`config.mk`:
```
export PLATFORM = sky130hd
export DESIGN_NAME = store_formatter_flat
export DESIGN_NICKNAME = d
export VERILOG_FILES = /design/src/rtl/store_formatter_if.sv /design/src/rtl/store_formatter.sv /design/src/flat_wrapper.sv
export SDC_FILE = /design/constraint.sdc
export NUM_CORES = 1
export LEC_CHECK = 0
export BUFFER_PORTS_ARGS = -buffer_cell sky130_fd_sc_hd__buf_2
export CAP_MARGIN = 20
export CORE_UTILIZATION = 53
export DETAILED_ROUTE_END_ITERATION = 10
export PLACE_DENSITY = 0.77
export SLEW_MARGIN = 20
export SYNTH_ARGS = -nofsm -noshare
export SYNTH_HDL_FRONTEND = slang
export SYNTH_SLANG_ARGS = --single-unit
```
`constraint.sdc`:
```
create_clock -name Clk -period 2 [get_ports Clk]
set_clock_uncertainty 0.15 [all_clocks]
set_input_delay 0.1 -clock Clk [delete_from_list [all_inputs] [get_ports Clk]]
set_output_delay 0.1 -clock Clk [all_outputs]
set_load 0.05 [all_outputs]
```
`src/rtl/store_formatter_if.sv`:
```
// store_formatter_if: store request and formatted write beat handshake bundle
interface store_formatter_if;
  logic        in_valid;
  logic        in_ready;
  logic [31:0] in_data;
  logic [31:0] in_addr;
  logic [1:0]  in_size;
  logic        out_valid;
  logic        out_ready;
  logic [31:0] out_addr;
  logic [31:0] out_data;
  logic [3:0]  out_be;
  logic        out_err;
  modport master (
    output in_valid, in_data, in_addr, in_size, out_ready,
    input  in_ready, out_valid, out_addr, out_data, out_be, out_err
  );
  modport slave (
    input  in_valid, in_data, in_addr, in_size, out_ready,
    output in_ready, out_valid, out_addr, out_data, out_be, out_err
  );
endinterface

```
`src/rtl/store_formatter.sv`:
```
// store_formatter: formats store requests into lane-replicated word beats behind a 2-entry skid buffer
// STORE_FMT_MISALIGN_TRAP_EN: defined -> misaligned halfword/word beats are flagged as errors
module store_formatter #(
  parameter int ERR_CNT_W = 8
) (
  input  logic                 Clk,
  input  logic                 Rst_n,
  store_formatter_if.slave     bus,
  output logic [ERR_CNT_W-1:0] err_count
);
  typedef struct packed {
    logic [31:0] addr;
    logic [31:0] data;
    logic [3:0]  be;
    logic        err;
  } beat_t;
  beat_t f, o, s, o_n, s_n;
  logic o_v, s_v, o_v_n, s_v_n, acc, o_free, mis;
  logic [1:0] a, sz;
  logic [ERR_CNT_W-1:0] cnt_n;
  assign a = bus.in_addr[1:0];
  assign sz = bus.in_size;
  assign acc = bus.in_valid && !s_v;
`ifdef STORE_FMT_MISALIGN_TRAP_EN
  assign mis = (sz == 2'b01 && a[0]) || (sz == 2'b10 && a != 2'b00);
`else
  assign mis = 1'b0;
`endif
  // formatting of the incoming request; errored beats enable no lanes
  always_comb begin
    f.addr = {bus.in_addr[31:2], 2'b00};
    f.err = sz == 2'b11 || mis;
    f.data = sz == 2'b00 ? {4{bus.in_data[7:0]}} : sz == 2'b01 ? {2{bus.in_data[15:0]}} : bus.in_data;
    f.be = f.err ? 4'b0000 : sz == 2'b00 ? 4'b0001 << a : sz == 2'b01 ? (a[1] ? 4'b1100 : 4'b0011) : 4'b1111;
  end
  // skid buffer steering: output refills from skid first, so order stays FIFO
  always_comb begin
    o_free = !o_v || bus.out_ready;
    o_v_n = o_free ? (s_v || acc) : o_v;
    o_n = o_free ? (s_v ? s : acc ? f : '0) : o;
    s_v_n = o_free ? (s_v && acc) : (s_v || acc);
    s_n = (acc && s_v_n) ? f : s_v_n ? s : '0;
    cnt_n = (acc && f.err && !(&err_count)) ? err_count + {{(ERR_CNT_W-1){1'b0}}, 1'b1} : err_count;
  end
  // buffer stages and saturating error counter
  always_ff @(posedge Clk or negedge Rst_n) begin
    if (!Rst_n) begin
      o_v <= 1'b0;
      s_v <= 1'b0;
      o <= '0;
      s <= '0;
      err_count <= '0;
    end else begin
      o_v <= o_v_n;
      s_v <= s_v_n;
      o <= o_n;
      s <= s_n;
      err_count <= cnt_n;
    end
  end
  assign bus.in_ready = !s_v;
  assign bus.out_valid = o_v;
  assign bus.out_addr = o.addr;
  assign bus.out_data = o.data;
  assign bus.out_be = o.be;
  assign bus.out_err = o.err;
endmodule
```
`src/flat_wrapper.sv`:
```
// flat-port wrapper written by rule: the top's interface ports become plain ports
module store_formatter_flat 
#(
  parameter int ERR_CNT_W = 8
)
  (Clk, Rst_n, err_count, bus_in_valid, bus_in_data, bus_in_addr, bus_in_size, bus_out_ready, bus_in_ready, bus_out_valid, bus_out_addr, bus_out_data, bus_out_be, bus_out_err);
  store_formatter_if bus_i ();
  input  logic Clk;
  input  logic Rst_n;
  output logic [ERR_CNT_W-1:0] err_count;
  input wire logic [$bits(bus_i.in_valid)-1:0] bus_in_valid;
  input wire logic [$bits(bus_i.in_data)-1:0] bus_in_data;
  input wire logic [$bits(bus_i.in_addr)-1:0] bus_in_addr;
  input wire logic [$bits(bus_i.in_size)-1:0] bus_in_size;
  input wire logic [$bits(bus_i.out_ready)-1:0] bus_out_ready;
  output wire logic [$bits(bus_i.in_ready)-1:0] bus_in_ready;
  output wire logic [$bits(bus_i.out_valid)-1:0] bus_out_valid;
  output wire logic [$bits(bus_i.out_addr)-1:0] bus_out_addr;
  output wire logic [$bits(bus_i.out_data)-1:0] bus_out_data;
  output wire logic [$bits(bus_i.out_be)-1:0] bus_out_be;
  output wire logic [$bits(bus_i.out_err)-1:0] bus_out_err;
  assign bus_i.in_valid = bus_in_valid;
  assign bus_i.in_data = bus_in_data;
  assign bus_i.in_addr = bus_in_addr;
  assign bus_i.in_size = bus_in_size;
  assign bus_i.out_ready = bus_out_ready;
  assign bus_in_ready = bus_i.in_ready;
  assign bus_out_valid = bus_i.out_valid;
  assign bus_out_addr = bus_i.out_addr;
  assign bus_out_data = bus_i.out_data;
  assign bus_out_be = bus_i.out_be;
  assign bus_out_err = bus_i.out_err;
  store_formatter #(.ERR_CNT_W(ERR_CNT_W)) u_core (.Clk(Clk), .Rst_n(Rst_n), .bus(bus_i), .err_count(err_count));
endmodule
```
### Word level (Yosys, flattened, before mapping)

Index checks and enable logic that the tools add are counted.

| operators by class | value |
|---|---|
| shift-type cells | 1 |
| $add $sub $neg | 1 |
| eq/ne operators | 3 |
| muxes and demuxes | 11 |
| reductions and logical operators | 12 |

Operator list:

| kind | count |
|---|---|
| $mux 69 | 4 |
| $mux 32 | 2 |
| $mux 4 | 4 |
| $add 8x1->8 const B | 1 |
| $reduce_and 8->1 | 1 |
| $logic_and 1x1->1 | 5 |
| $shl 1x2->4 const A | 1 |
| $logic_not 1->1 | 3 |
| $eq 2x1->1 const B | 1 |
| $eq 2x2->1 const B | 1 |
| $logic_not 2->1 | 1 |
| $logic_or 1x1->1 | 2 |
| $ne 2x2->1 const B | 1 |
| $mux 1 | 1 |

| word-level totals | value |
|---|---|
| bits in registers | 148 |
| logic and storage cells | 39 |
| bits of input ports | 70 |
| output and inout port bits | 79 |

### Depth between registers and ports, before layout

| logic depth | value |
|---|---|
| depth in word-level cells | 6 |
| gate-level depth with buffers | 6 |
| gate-level depth less buffers | 5 |

### Worst setup path after synthesis

No wires, ideal clock.

| timing | value |
|---|---|
| path type | reg2reg |
| start point | reg u_core.err_count[0] |
| end point | reg u_core.err_count[6] |
| library setup time | 0.125 ns |
| required time | 1.725 ns |
| buffers on the path | 0 |
| slack | -0.099 ns |
| stages on the path, launching flop included | 6 |
| period minus slack after synthesis | 2.099 ns |
| arrival | 1.824 ns |
| cells stage by stage | dfrtp_1 > ha_1 > nand2_1 > or3_1 > nor3_1 > mux2_2 |

| on the way | value |
|---|---|
| longest elaborated chain between the ends | 3 |

RTL lines:

| item | RTL line | source |
|---|---|---|
| from (decl) | store_formatter.sv:9 | `output logic [ERR_CNT_W-1:0] err_count` |
| from (signal assigned) | store_formatter.sv:58 | `err_count <= cnt_n;` |
| branches (longest 3 deep; another with $add 8x1->8) | -- |  |

Several ways; the timed one is not identified.
A chain may end at the register's enable or synchronous reset.

### Worst setup path in the final report

| timing | value |
|---|---|
| start point | in bus_in_size[1] |
| end point | reg u_core.s[31] in the netlist's numbering |

| on the way | value |
|---|---|
| longest elaborated chain between the ends | 4 |

RTL lines:

| item | RTL line | source |
|---|---|---|
| from (decl) | flat_wrapper.sv:14 | `input wire logic [$bits(bus_i.in_size)-1:0] bus_in_size;` |
| $eq 2x1->1 | store_formatter.sv:33 | `f.data = sz == 2'b00 ? {4{bus.in_data[7:0]}} : sz == 2'b01 ? {2{bus.in_data[15:0]}} : bus.in_data;` |
| $mux 32 | store_formatter.sv:33 |  |
| $mux 32 (*) | store_formatter.sv:33 |  |
| $mux 69 (*) | store_formatter.sv:42 | `s_n = (acc && s_v_n) ? f : s_v_n ? s : '0;` |
| to (signal assigned) | store_formatter.sv:57 | `s <= s_n;` |
| to (decl) | store_formatter.sv:17 | `beat_t f, o, s, o_n, s_n;` |

Mark *: on every way between the ends. The rest lies on a longest branch, timed or not.

==> impl_metrics.ini <==
[power]
pwr_density_cell_mw_per_mm2 = 1068
power_switching_w = 0.002881
power_report.internal_total_w = 0.005785
share_clk_of_total_power = 0.375
vdd_drop_max_uv = 771.6
share_comb_of_total_power = 0.233
power_frac_seq = 0.393
cellLeakagePower_nw = 3.939
totalPowerFinal_w = 0.008666
netSwitchingFraction = 0.3324

[logic_synthesis]
top_ff_cell_synth = dfrtp_1
synthDominantCellAreaShare = 0.6208
ys_async_sr_fraction = 1.000
ys_types = 37
synth.ff_latch_count = 144
netlist_top_cells_area = dfrtp_1, nor2_1, a21oi_1
synth_largest_area_cell = dfrtp_1
synth_seq_area_share = 0.6208
synthesis.instances = 549
syn_area_per_cell_um2 = 10.57
synth_area_mm2 = 0.005804
yosys_warnings = 0
synth_enable_flop_cells = 0

[floorplan]
core_area_mm2 = 0.01046
die_width_um = 106.7
placementRows = 37
die_h_um = 106.7
initial_core_util = 0.5548
floorplan.io_pins = 149
dieArea_mm2 = 0.01137

[timing]
final.setup.tns_ps = 0
hold_viol = 0
final.period_utilization = 0.9806
timing.fmax_ghz = 0.5099
final.min_clock_period_ps = 1961
setup_viol = 0
final-max-slew-violation-count = 0
grt_setup_unrepaired = false

[routing]
first_iter_violations = 577
ant_nets = 0
dr_total_vias = 5165
drt-wirelength-per-cell_um = 17.59
route.detailed.drc = 0
via_per_inst = 5.663
drt-total-wl_mm = 16.05
detailedRoute.firstPassIterationCount = 5

[cells_and_area]
syn2layout_area_growth_pct = 39.79
final_layout_size_suffix_gt1_frac = 0.2771
design.final.nets = 834
num_antenna_cells = 0

[clock_tree]
clkLatencyLatePin_ps = 520
cts.sink_count = 144
clock_tree_from_tritoncts = done
clk_transition_reported_paths_ps = 60
clock-root-buffer = clkbuf_8
tritoncts.num_buffers = 17
ctsHtreeMaxLevel = 4
cts_buffer_depth = 2

[setup_path]
cp.required_ps = 2250
nature_of_the_critical_path_startpoint = input pin
critPathMaxFanout = 17
arrival_time_at_the_worst_endpoint_ps = 2210
crit_type = input pin to flip-flop
r2r_slack_ps = 180
crit_path_end_kind = flip-flop

[global_routing]
gr-total-overflow = 0
grt_first_pass_wirelength_mm = 25.43
grt_antenna_before_repair = 0
pin_count_of_the_biggest_net_entering_global_routing = 88
grt_pass1_vias = 4961
grt_util_all_layers = 0.2942

[place]
gpl.final_weighted_congestion = 0.8535
hpwl_mm = 9.381
place.port_buffers = 146

[outcome]
status = finished clean

[worst_hold_path]
min_path_type = input pin to asynchronous set/reset pin

[job]
drv.max_cap_violation_count = 0
[kinds of logic after synthesis]
logic type | share of synthesized area
compound gates | 0.1619
xor+xnor | 0.007544
fa+ha+maj | 0.002155
buf+inv | 0.03772
flops | 0.6208
mux | 0.03708
other cells | 0.0006461
simple gates | 0.1321
[worst max-delay path: stages]
cell and delay (ps):
dlygate4sd3_1 560, clkbuf_4 240, buf_6 210, a211o_1 230
a32oi_1 240, dlygate4sd3_1 580, nor2_1 40
[Yosys cell counts (12+ instances only)]
library cell,count
dfrtp_1,144
clkbuf_1,23
a22oi_1,48
nand2b_1,13
nor2_1,143
mux2_2,12
buf_2,13
a21oi_1,76
[area by class of cell]
type	count	area, um2
clock inverters	12	157.7
fillers	665	2349
clock buffers	20	455.4
well taps	136	170.2
repair buffers	238	1712
inverters	3	11.26
flip-flops and latches	144	3607
multi-input cells	359	2001
[state kept, by name (all words and copies together), names as in the netlist]
register              count
u_core.bus.out_addr      30
u_core.bus.out_be         4
u_core.bus.out_data      32
u_core.bus.out_err        1
u_core.bus.out_valid      1
u_core.err_count          8
u_core.s                 67
u_core.s_v                1
[cell usage in the layout, fill, tap and decap left out, drive strengths merged, types with 3 or more instances in the layout]
cell type	count
buf	161
nor2	144
dfrtp	144
a21oi	77
dlygate4sd3	76
a22oi	48
clkbuf	21
nand2b	13
mux2	12
nand2	8
and2	8
a211o	8
a32oi	8
mux2i	8
clkinvlp	6
xnor2	4
inv	4
nand4	3
bufinv	3
[metal layers]
metal | part of all wire | up-vias | track usage
li1 | - | 2319 | -
met1 | 0.40 | 2512 | 0.3867
met2 | 0.49 | 263 | 0.4618
met3 | 0.063 | 71 | 0.06809
met4 | 0.046 | 0 | 0.1458
met5 | 0 | - | 0
[worst paths after layout]
check | start | end | depth (start not counted)
setup / recovery | bus_in_size[1] | u_core.s[31] | 7
hold / removal | Rst_n | u_core.err_count[4] | 3
setup reg to reg | u_core.s_v | u_core.bus.out_valid | 4
hold reg to reg | u_core.bus.out_be[2] | u_core.bus.out_be[2] | 1
max in group asynchronous | Rst_n | u_core.bus.out_addr[11] | 3
min in group Clk | bus_in_size[0] | u_core.err_count[6] | 4
[power by group through the flow]
stage                     Sequential [W]  Clock, W  Combinational [W]
after global placement           0.00342         0            0.00183
after detailed placement         0.00344         0            0.00187
after floorplan                  0.00420         0           0.000538
after CTS                        0.00339   0.00325            0.00200
final                            0.00340   0.00325            0.00202
after global routing             0.00343   0.00340            0.00214
[through the flow]
stage                     instances    util  hold slack, ps  cell area, um2  setup WS, ps
after global routing            912  0.7755           14.35            8114         8.653
after detailed placement        802  0.6410          -112.4            6706         205.8
after floorplan                 550       -          -345.6            5811         69.34
after global placement          802  0.6410          -113.4            6706         256.9
after CTS                       911  0.7742           5.818            8100         53.96
final                           912  0.7755           4.053            8114         38.75
[repair_timing]
action	4_1_cts	5_1_grt
hold buffers	77	0
setup endpoints to repair	0	1
setup buffers	0	1
endpoints found under the hold margin	278	0
gates resized for setup	0	2
(Power assumes the default switching activity.)
